==> src/rtl/exc_commit.sv <==
// exc_commit: carries per-stage fault flags to MEM, resolves priority there and drives exception/ERET commit, flush and redirect.
module exc_commit #(
  parameter logic [31:0] EXC_VECTOR = 32'hBFC0_0380,
  parameter logic [4:0]  INT_CODE   = 5'd0
) (
  input  logic        clk,
  input  logic        rst,
  input  logic        stall,
  input  logic        if_valid,
  input  logic [31:0] if_pc,
  input  logic        if_bd,
  input  logic        id_ri,
  input  logic        id_syscall,
  input  logic        id_break,
  input  logic        id_eret,
  input  logic        ex_overflow,
  input  logic        mem_load_fault,
  input  logic        mem_store_fault,
  input  logic [31:0] mem_addr,
  input  logic        int_pending,
  input  logic [31:0] cp0_epc,
  output logic        exc_valid,
  output logic [4:0]  exc_code,
  output logic [31:0] exc_pc,
  output logic        exc_bd,
  output logic [31:0] exc_badvaddr,
  output logic        eret_commit,
  output logic        mem_kill,
  output logic        flush,
  output logic        redirect_valid,
  output logic [31:0] redirect_pc
);
  typedef struct packed {
    logic        v;
    logic [31:0] pc;
    logic        bd;
    logic        exc;
    logic [4:0]  code;
    logic [31:0] bv;
    logic        eret;
  } slot_t;
  typedef enum logic {RUN, DRAIN} state_t;
  state_t state, state_n;
  slot_t id_s, ex_s, mem_s, id_in, ex_in, mem_in;
  logic live, take_int, take_exc, eret_c, commit;
  logic [4:0] code;
  logic [31:0] bv;
  always_comb begin
    id_in = '0;
    id_in.v = if_valid && state == RUN;
    id_in.pc = if_pc;
    id_in.bd = if_bd;
    id_in.exc = |if_pc[1:0];
    id_in.code = id_in.exc ? 5'd4 : 5'd0;
    id_in.bv = id_in.exc ? if_pc : 32'd0;
    ex_in = id_s;
    ex_in.eret = id_eret;
    ex_in.exc = id_s.exc | id_ri | id_syscall | id_break;
    ex_in.code = id_s.exc ? id_s.code : id_ri ? 5'd10 : id_syscall ? 5'd8 : id_break ? 5'd9 : 5'd0;
    mem_in = ex_s;
    mem_in.exc = ex_s.exc | ex_overflow;
    mem_in.code = ex_s.exc ? ex_s.code : ex_overflow ? 5'd12 : 5'd0;
  end
  // An interrupt pre-empts the MEM instruction; otherwise the earliest-stage fault wins.
  always_comb begin
    live = state == RUN && mem_s.v;
    take_int = live && int_pending;
    take_exc = live && (int_pending || mem_s.exc || mem_load_fault || mem_store_fault);
    eret_c = live && !take_exc && mem_s.eret;
    commit = take_exc || eret_c;
    code = take_int ? INT_CODE : mem_s.exc ? mem_s.code : mem_load_fault ? 5'd4 : 5'd5;
    bv = take_int ? 32'd0 : mem_s.exc ? mem_s.bv : mem_addr;
    exc_valid = take_exc;
    exc_code = take_exc ? code : 5'd0;
    exc_pc = take_exc ? (mem_s.bd ? mem_s.pc - 32'd4 : mem_s.pc) : 32'd0;
    exc_bd = take_exc && mem_s.bd;
    exc_badvaddr = take_exc && (code == 5'd4 || code == 5'd5) ? bv : 32'd0;
    eret_commit = eret_c;
    mem_kill = commit;
    flush = commit;
    redirect_valid = commit;
    redirect_pc = take_exc ? EXC_VECTOR : eret_c ? cp0_epc : 32'd0;
    state_n = state == RUN && commit ? DRAIN : RUN;
  end
  always_ff @(posedge clk) begin
    state <= rst ? RUN : state_n;
    if (rst || commit) begin
      id_s <= '0;
      ex_s <= '0;
      mem_s <= '0;
    end else if (!stall) begin
      id_s <= id_in;
      ex_s <= ex_in;
      mem_s <= mem_in;
    end
  end
endmodule

==> config.mk <==
export PLATFORM = sky130hd
export DESIGN_NAME = exc_commit
export DESIGN_NICKNAME = d
export VERILOG_FILES = /design/src/rtl/exc_commit.sv
export SDC_FILE = /design/constraint.sdc
export NUM_CORES = 1
export LEC_CHECK = 0
export ABC_CLOCK_PERIOD_IN_PS = 2200
export CORE_MARGIN = 3
export CORE_UTILIZATION = 25
export DETAILED_ROUTE_END_ITERATION = 10
export GPL_ROUTABILITY_DRIVEN = 1
export GPL_TIMING_DRIVEN = 1
export PLACE_DENSITY = 0.43
export RECOVER_POWER = 25
export SLEW_MARGIN = 20
export SYNTH_ARGS = -nofsm -noshare
export SYNTH_HDL_FRONTEND = slang
export SYNTH_SLANG_ARGS = --single-unit
==> constraint.sdc <==
create_clock -name clk -period 2.2 [get_ports clk]
set_input_delay 0.22 -clock clk [delete_from_list [all_inputs] [get_ports clk]]
set_output_delay 0.22 -clock clk [all_outputs]
set_load 0.02 [all_outputs]
### Word-level counts from Yosys, hierarchy flattened

Cells that the tools add are included.

* bits of input ports: 109
* logic and storage cells: 66
* bits in registers: 219
* output and inout bits: 107

* $add $sub $neg: 1
* bitwise operators: 5
* equal/unequal tests: 2
* muxes and demuxes: 20
* reductions and logical operators: 17

Operator list (number)
* 32-bit 2-to-1 mux: 8
* 32-bit by 3-bit subtractor with 32-bit output (second input constant): 1
* 5-bit 2-to-1 mux: 5
* 4-bit 2-to-1 mux: 4
* 5-bit by 3-bit equality test with 1-bit output (second input constant): 2
* 1-bit logical AND: 9
* 1-bit logical OR: 6
* 1-bit OR: 4
* 3-bit 2-to-1 mux: 1
* 1-bit 2-to-1 mux: 2
* 2-bit OR reduction: 1
* 1-bit zero test: 1
* 1-bit NOT: 1

### Longest topological paths before layout

Gate-level depths: netlist (run 1).

* depth after elaboration: 10
* gate-level depth with buffers: 10
* gate-level depth less buffers: 6

### Least setup slack after synthesis (run 1)

Ideal clock, no wire load.

* path kind: register -> output
* from: register mem_s[56] in the netlist's numbering
* to: output port exc_pc[24]
* slack: -63 ps
* buffers on the path: 0
* stages on the path, launching flop included: 5
* data arrival time: 2043 ps
* path through: dfxtp_1 -> or4_1 -> nor4_1 -> nor3b_1 -> mux2i_1

* word-level cells in the longest chain between the ends: 3

Ends and longest elaborated chain
* start: declaration: RTL line 44 `slot_t id_s, ex_s, mem_s, id_in, ex_in, mem_in;`
* start signal: assignment: RTL line 94 `mem_s <= mem_in;`
* 32-bit by 3-bit subtractor with 32-bit output: RTL line 75 `exc_pc = take_exc ? (mem_s.bd ? mem_s.pc - 32'd4 : mem_s.pc) : 32'd0;`
* 32-bit 2-to-1 mux (2 in series): RTL line 75
* end: declaration: RTL line 24 `output logic [31:0] exc_pc,`

Every way passes these cells.

### Worst setup path in the final report (run 1)

* from: register mem_s[49] in the netlist's numbering
* to: output port exc_pc[20]

Same word-level chain as after synthesis.

==> results of run 1 <==
kinds of logic after synthesis:
logic type / after synthesis / synth area share (%)
buffers and inverters: 87 / 6.25
and+or+nand+nor: 437 / 31.3
AOI/OAI and AO/OA: 92 / 5.30
xor gates and xnor gates: 11 / 0.892
DFF: 212 / 39.3
adders and majority gates: 1 / 0.116
other: 1 / 0.0347
muxes: 181 / 16.8
cell usage after synthesis, types with 3 or more instances:
| cell type | number |
|---|---|
| dfxtp_1 | 212 |
| mux2i_1 | 181 |
| nor2_4 | 180 |
| nor2_1 | 71 |
| clkbuf_1 | 52 |
| a21oi_1 | 47 |
| nand2_1 | 43 |
| a22oi_1 | 34 |
| nor2b_1 | 32 |
| and3_1 | 22 |
| or3_1 | 19 |
| buf_12 | 18 |
| nor3_1 | 14 |
| nor2_2 | 10 |
| nor4_1 | 8 |
| or4_1 | 7 |
| xor2_1 | 6 |
| nand3_1 | 5 |
| o31ai_1 | 5 |
| xnor2_1 | 5 |
| and2_1 | 4 |
| buf_4 | 4 |
| nand4b_1 | 4 |
| buf_2 | 3 |
| inv_1 | 3 |
| nand2b_1 | 3 |
| o21ai_0 | 3 |
| or2_2 | 3 |
registers in the layout, summed over array words and instances (netlist names):
| register | count |
|---|---|
| ex_s | 72 |
| mem_s | 72 |
| ex_in | 66 |
| id_s | 1 |
| state | 1 |
worst register-to-register path, delay by kind of cell, from the launching register on:
kind	cells	cell delay, ns
buffers and inverters	5	0.99
and+or+nand+nor	4	0.86
DFF	1	0.35
report_power, final:
part | leakage (nW) | internal (mW) | switching (mW)
combinational | 4.16 | 0.687 | 0.716
sequential | 1.73 | 3.97 | 0.0872
clock | 0.372 | 2.30 | 1.56
worst paths after layout:
kind | end | depth (start not counted)
setup reg to reg | ex_s[31] | 9
hold / removal | ex_in[40] | 3
hold reg to reg | ex_s[33] | 2
setup / recovery | exc_pc[20] | 5
final cells by class:
cell class	count	area (µm²)	area share, %
multi-input combinational	723	6590	40.8
sequential	212	4270	26.4
timing repair buffer	364	3790	23.5
clock buffer	41	746	4.62
tap	577	722	4.47
clock inverter	3	21.3	0.132
inverter	4	15.0	0.0930
repair_timing:
| item | 4_1_cts | 5_1_grt |
|---|---|---|
| setup buffers | 10 | 13 |
| gates resized for setup | 511 | 216 |
| endpoints found under the setup margin | 106 | 82 |
| pin swaps | 27 | 56 |
| cloned | 1 | 3 |
stage by stage:
step / power [mW] / utilization, %
final: 9.32 / 38.2
after global routing: 9.79 / 38.2
after CTS: 9.50 / 36.8
after detailed placement: 5.47 / 34.0
after global placement: 5.45 / 34.0
after floorplan: 4.96 / -
per-layer routing:
metal	global-route usage (%)	share of wire, %	vias up
li1	-	-	4130
met5	0	0.027	-
met2	19.0	44	197
met1	17.3	48	3773
met4	3.24	1.6	2
met3	2.33	5.9	31
==> flow_summary.yaml, run 1 <==
yosys:
  async_flop_share_pct: 0
  yosysTopAreaCellShare_pct: 39.3
  synth_cells: 1022
  ys_types: 47
  yosys_warnings: 0
  ys_seq_area_share_pct: 39.3
  netlist_area_um2: 10800
  synth_area_leader_cell: "dfxtp_1"
  synthesis.area_per_instance_um2: 10.6
  synth_nets: 1132
  synth_ff_type: "dfxtp_1"
  ys_ff_latch: 212
  synth_edf_count: 0
  synth.area.top_cells: "dfxtp_1, nor2_4, mux2i_1"
global_route:
  antenna_found_initial: 1
  grt_pass1_wl_mm: 44.4
  grt_overflow: 0
  grt_pass1_vias: 7977
  grt_use_total_pct: 12.2
  grt_max_degree: 81
placed_design:
  io_buffers: 214
  place_area_um2: 14400
  place.gp.congestion: 0.698
  dpl.hpwl_mm: 21.7
  post-place-cells: 1857
  place_ws_ns: -0.527
layout:
  syn_to_final_growth_pct: 49.5
  layout_commonest_cell: "nor2_4"
  nFillCells: 4195
  nets: 1440
  stdcell_count: 1924
  diodes: 0
  final_cell_mix: "nor2_4, dfxtp_1, mux2i_1"
  final_area_um2: 16200
  drive_above_1_share_pct: 44.0
worst_setup_path:
  startpoint: "mem_s[49]"
  crit_arrival_ns: 2.39
  cpMaxStageDelayCell: "or3_4"
  worstSetupStartpointType: "flop"
  r2r_slack_ns: -0.12
  cp_max_fo: 6
  worstReg2RegStart: "mem_s[38]"
  worstPathRequired_ns: 1.98
  cp_num_buf_inv: 1
  endpoint_kind: "output port"
  crit_path_frequent_cell: "or3_4"
  crit_family: "simple AND/OR/NAND/NOR gates"
  cp_slowest_stage_delay_ns: 0.43
  crit_type: "flop to output port"
  crit_chain: "or3_4, or3_4, or4_4, a21oi_2, buf_6"
detailed_routing:
  first_pass_iters: 4
  detail-route-antenna-nets: 0
  drcViolationCount: 0
  num_vias: 8133
  viasPerCell: 4.23
  drt_wl_total_mm: 30.0
  drt_iter0_drc: 261
  wl_per_cell_um: 15.6
sta:
  timing.hold.ws_ns: 0.238
  tightest_slew_ns: 0.654
  fmaxAchievable_mhz: 383
  postLayoutSetupSlackWorst_ns: -0.414
  relSlewSlack_pct: 56.4
  hold_viol: 0
  grt_setup_unrepaired: "yes"
  finalCritPeriodShare_pct: 119
  setup_viol: 283
  setup_tns_ns: -22.78
  period_minus_slack_ns: 2.61
  finalMaxSlewViolations: 0
  skew_ns: 0.00572
die:
  fp.dieH_um: 214
  die_x_um: 214
  initial_utilization_pct: 25.5
  dieArea_um2: 45700
  top_level_ports: 216
  rows: 75
  core-area_um2: 42300
power_and_ir_drop:
  powerDensity_nw_per_um2: 577
  ir_drop_mv: 0.541
  p_leak_nw: 6.26
clock_network:
  clkLatencyLatePin_ns: 0.52
  clk_pin_slew_ns: 0.06
  ctsRootBufferMaster: "clkbuf_16"
  cts_tree: "done"
  cts_buffers: 25
  cts_hold_buf: 0
  cts.htree.levels: 1
  clockBufferDepth: 3
  clock-sinks: 212
hold_path:
  hp-start: "stall"
  hold_path_class: "primary input to flop"
outcome:
  failed_checks: "negative setup slack"
  status: "complete, but fails checks"
job:
  max_cap_violations: 0
Power figures use the tool's default switching activity.
==> run 2: changes to the inputs <==
- CORE_MARGIN: 3 -> unset
- GPL_TIMING_DRIVEN: 1 -> 0
==> run 2 against run 1 <==
  * The flow still finishes with violations (negative setup slack)
  * First-iteration DRC count up 33%
  * Non-clock buffer count is 19 lower
  * Critical path depth unchanged
  * Via count fell by 1.1%
  * Final cell count shrank 1.0%
  * Register-to-register slack improved by 0.09 ns
  * Clock-buffer cell count shrank 1
==> flow_summary.yaml, run 2 (synthesized netlist as in run 1, its figures left out) <==
layout:
  stdcell_count: 1904
  nets: 1420
  drive_above_1_share_pct: 40.9
  diodes: 0
  final_cell_mix: "nor2_4, dfxtp_1, mux2i_1"
  multi_input_area_um2: 6530
  layout_commonest_cell: "nor2_4"
  nFillCells: 4253
  final_area_um2: 15800
  regArea_um2: 4280
  syn_to_final_growth_pct: 46.2
sta:
  hold_viol: 0
  finalCritPeriodShare_pct: 119
  period_minus_slack_ns: 2.63
  setup_viol: 106
  timing.hold.ws_ns: 0.324
  grt_setup_unrepaired: "yes"
  skew_ns: 0.00850
  relSlewSlack_pct: 32.6
  setup_tns_ns: -13.22
  postLayoutSetupSlackWorst_ns: -0.428
  fmaxAchievable_mhz: 381
  finalMaxSlewViolations: 0
  tightest_slew_ns: 1.01
placed_design:
  post-place-cells: 1812
  place.gp.congestion: 0.728
  io_buffers: 213
  place_ws_ns: -1.14
  dpl.hpwl_mm: 24.6
  place_area_um2: 13700
worst_setup_path:
  worstPathRequired_ns: 1.98
  worstSetupStartpointType: "flop"
  endpoint_kind: "output port"
  crit_arrival_ns: 2.41
  cp_max_fo: 6
  crit_type: "flop to output port"
die:
  fp.dieH_um: 210
  top_level_ports: 216
  dieArea_um2: 44000
  core-area_um2: 42300
  rows: 75
  die_x_um: 210
  initial_utilization_pct: 25.5
power_and_ir_drop:
  p_sw_mw: 2.39
  powerDensity_nw_per_um2: 584
  swShare_pct: 25.9
  p_leak_nw: 6.04
  pwr-share-clk_pct: 41.2
  internal-power_mw: 6.84
  ir_drop_mv: 0.464
  p_comb_share_pct: 14.7
  seqPwrFrac_pct: 44.0
global_route:
  grt_use_total_pct: 14.8
  grt_overflow: 0
  antenna_found_initial: 0
  grt_max_degree: 13
  grt_pass1_wl_mm: 49.6
  grt_pass1_vias: 8086
clock_network:
  cts_tree: "done"
  clk_pin_slew_ns: 0.06
  cts_hold_buf: 0
  cts_buffers: 24
  ctsRootBufferMaster: "clkbuf_16"
  clock-sinks: 212
  cts.htree.levels: 1
  clkLatencyLatePin_ns: 0.51
  clockBufferDepth: 3
detailed_routing:
  num_vias: 8044
  drt_wl_total_mm: 33.1
  drt_iter0_drc: 348
  detail-route-antenna-nets: 0
  drcViolationCount: 0
  first_pass_iters: 4
  viasPerCell: 4.22
  wl_per_cell_um: 17.4
outcome:
  failed_checks: "negative setup slack"
  status: "complete, but fails checks"
hold_path:
  hold_path_class: "primary input to flop"
job:
  max_cap_violations: 0
-- run 2: final timing paths --
kind	slack (ns)	depth (start not counted)	from	end
worst min-delay path	0.32	2	rst	state
worst max register to register	-0.03	8	mem_s[38]	mem_s[38]
worst min register to register	0.47	2	ex_s[33]	ex_s[33]
worst max-delay path	-0.43	5	mem_s[47]	exc_pc[20]
-- run 2: timing repair --
| item | CTS | global route |
|---|---|---|
| endpoints found under the setup margin | 317 | 104 |
| resized for setup | 739 | 83 |
| buffers inserted | 29 | 23 |
| pin swaps | 30 | 42 |
| gates cloned | 3 | 1 |
-- run 2: worst max-delay path: stages (launching register included) --
cell,delay (ns)
dfxtp_4,0.34
or3_4,0.39
or3_4,0.43
or4_4,0.44
a21oi_4,0.16
buf_6,0.14
-- run 2: cell type report --
cell class / count / area share [%]
Buffer: 79 / 5.50
Timing Repair Buffer: 266 / 16.6
Tap cell: 577 / 4.57
Clock buffer: 40 / 4.63
Sequential cell: 212 / 27.1
Clock inverter: 3 / 0.0951
Multi-Input combinational cell: 723 / 41.4
Inverter: 4 / 0.127
-- run 2: layer usage --
layer	part of all wire [%]	vias to the layer above	wire, µm	track usage, %
met5	0	-	0	0
met4	1.0	0	341	2.69
met3	4.1	20	1370	2.23
met2	48	196	15800	25.2
met1	47	3750	15600	19.7
li1	-	4078	-	-
-- run 2: per-stage QoR --
stage	utilization (%)	total power, mW
after floorplan	-	4.96
after global placement	32.3	5.40
after detailed placement	32.3	5.41
after CTS	36.2	9.37
after global routing	37.3	9.64
final	37.3	9.22
-- run 2: power groups by stage --
stage	clock, mW	combinational, mW	sequential, mW
final	3.80	1.36	4.06
after global routing	4.10	1.46	4.08
after CTS	3.95	1.35	4.07
after detailed placement	0	1.26	4.15
after global placement	0	1.25	4.15
after floorplan	0	0.855	4.11
==> run 3: changes to the inputs <==
- MAX_ROUTING_LAYER: unset -> met4
- SETUP_SLACK_MARGIN: unset -> 0.2
==> run 3 against run 2 <==
  * The flow still finishes with violations (negative setup slack)
  * Fmax shrank 3.8%
  * Final cell count grew 3.7%
  * Wire length grew 9.0%
  * Register-to-register slack lost 0.27 ns
  * Critical path depth grew 1
  * Critical path type unchanged
  * Critical endpoint unchanged
==> flow_summary.yaml, run 3 (synthesized netlist as in run 1, its figures left out) <==
outcome:
  status: "complete, but fails checks"
  failed_checks: "negative setup slack"
global_route:
  grt_pass1_wl_mm: 51.4
  grt_pass1_vias: 8357
  grt_use_total_pct: 15.8
  grt_max_degree: 12
  grt_overflow: 0
  antenna_found_initial: 0
clock_network:
  clk_pin_slew_ns: 0.06
  cts_tree: "done"
  clockBufferDepth: 3
  cts_hold_buf: 0
  clkLatencyLatePin_ns: 0.52
  clock-sinks: 212
  cts_buffers: 25
  cts.htree.levels: 1
  ctsRootBufferMaster: "clkbuf_16"
worst_setup_path:
  cp_slowest_stage_delay_ns: 0.43
  cpMaxStageDelayCell: "or4_4"
  cp.depth: 6
  r2r_slack_ns: -0.30
  crit_chain: "or3_4, or3_4, buf_8, or4_4, a21oi_4, buf_6"
  cp_num_buf_inv: 2
  crit_family: "simple AND/OR/NAND/NOR gates"
  worstSetupStartpointType: "flop"
  cp_max_fo: 7
  rr_worst_depth: 14
  endpoint_kind: "output port"
  critPathCapture: "exc_pc[20]"
  startpoint: "mem_s[49]"
  worstReg2RegStart: "mem_s[38]"
  crit_type: "flop to output port"
  crit_path_frequent_cell: "or3_4"
  crit_arrival_ns: 2.51
  worstPathRequired_ns: 1.98
  r2r-end: "mem_s[50]"
power_and_ir_drop:
  ir_drop_mv: 0.464
  powerDensity_nw_per_um2: 539
  p_leak_nw: 6.71
sta:
  tightest_slew_ns: 0.965
  grt_setup_unrepaired: "yes"
  setup_viol: 308
  postLayoutSetupSlackWorst_ns: -0.531
  finalMaxSlewViolations: 0
  finalCritPeriodShare_pct: 124
  setup_tns_ns: -59.41
  skew_ns: 0.0156
  relSlewSlack_pct: 35.7
  fmaxAchievable_mhz: 366
  period_minus_slack_ns: 2.73
  hold_viol: 0
detailed_routing:
  drcViolationCount: 0
  drt_iter0_drc: 279
  viasPerCell: 4.33
  wl_per_cell_um: 18.3
  drt_wl_total_mm: 36.1
  first_pass_iters: 4
  detail-route-antenna-nets: 0
  num_vias: 8543
placed_design:
  io_buffers: 213
  place.gp.congestion: 0.784
  dpl.hpwl_mm: 24.5
die:
  die_x_um: 210
  core-area_um2: 42300
  fp.dieH_um: 210
  initial_utilization_pct: 25.5
  dieArea_um2: 44000
  top_level_ports: 216
  rows: 75
hold_path:
  hold_path_class: "primary input to flop"
layout:
  syn_to_final_growth_pct: 64.4
  nFillCells: 4070
  drive_above_1_share_pct: 47.4
  nets: 1493
  final_util_pct: 42.0
  layout_commonest_cell: "nor2_4"
  final_cell_mix: "nor2_4, dfxtp_1, mux2i_1"
  diodes: 0
job:
  max_cap_violations: 0
run 3: cell count changes in the layout (fill, tap and decap cells not counted), sizes merged:
cell	previous run	this run
buf	185	247
clkinv	3	4
clkbuf	88	100
dlymetal6s2s	1	0
clkdlybuf4s50	106	107
clkdlybuf4s15	5	0
run 3: final cells by class:
type | instances | area (µm²) | share of cell area (%)
plain buffers | 83 | 1170 | 6.58
clock buffers | 37 | 701 | 3.95
clock inverters | 4 | 23.8 | 0.134
inverters | 4 | 25.0 | 0.141
multi-input cells | 723 | 6900 | 38.8
flip-flops and latches | 212 | 4280 | 24.1
well taps | 577 | 722 | 4.07
repair buffers | 334 | 3940 | 22.2
run 3: power by group:
part | leakage (nW) | switching [mW] | internal (mW)
registers | 1.74 | 0.0966 | 3.96
logic | 4.62 | 0.855 | 0.906
clock network | 0.356 | 1.58 | 2.18
run 3: worst min path at each step:
stage               from        end  depth (start not counted)
2_1_floorplan        rst      state                          1
3_3_place_gp    ex_s[33]   ex_s[33]                          2
3_5_place_dp   ex_in[40]  ex_in[40]                          2
4_1_cts              rst      state                          2
5_1_grt              rst      state                          2
6_report             rst      state                          2
run 3: timing repair:
action                                  4_1_cts  5_1_grt
endpoints found under the setup margin      318      317
gates resized for setup                     808      216
buffers inserted                             51       37
cloned                                       17       16
pin swaps                                    34      178
run 3: through the flow:
step / cell area (µm²) / cells / setup slack [ns] / power, mW / hold WS (ns)
after floorplan: 10900 / 1022 / 0.141 / 4.97 / 0.296
after global placement: 13800 / 1812 / -1.13 / 5.41 / 0.458
after detailed placement: 13800 / 1812 / -1.12 / 5.42 / 0.467
after CTS: 16300 / 1921 / -0.519 / 9.48 / 0.311
after global routing: 17800 / 1974 / -0.596 / 9.98 / 0.332
final: 17800 / 1974 / -0.531 / 9.58 / 0.324
run 3: metal layers:
| layer | global-route usage [%] | up-vias | part of all wire, % |
|---|---|---|---|
| met1 | 20.3 | 4056 | 45 |
| met5 | - | - | 0 |
| met4 | 2.89 | 0 | 1.1 |
| met2 | 26.6 | 219 | 49 |
| met3 | 2.21 | 30 | 4.2 |
| li1 | - | 4238 | - |
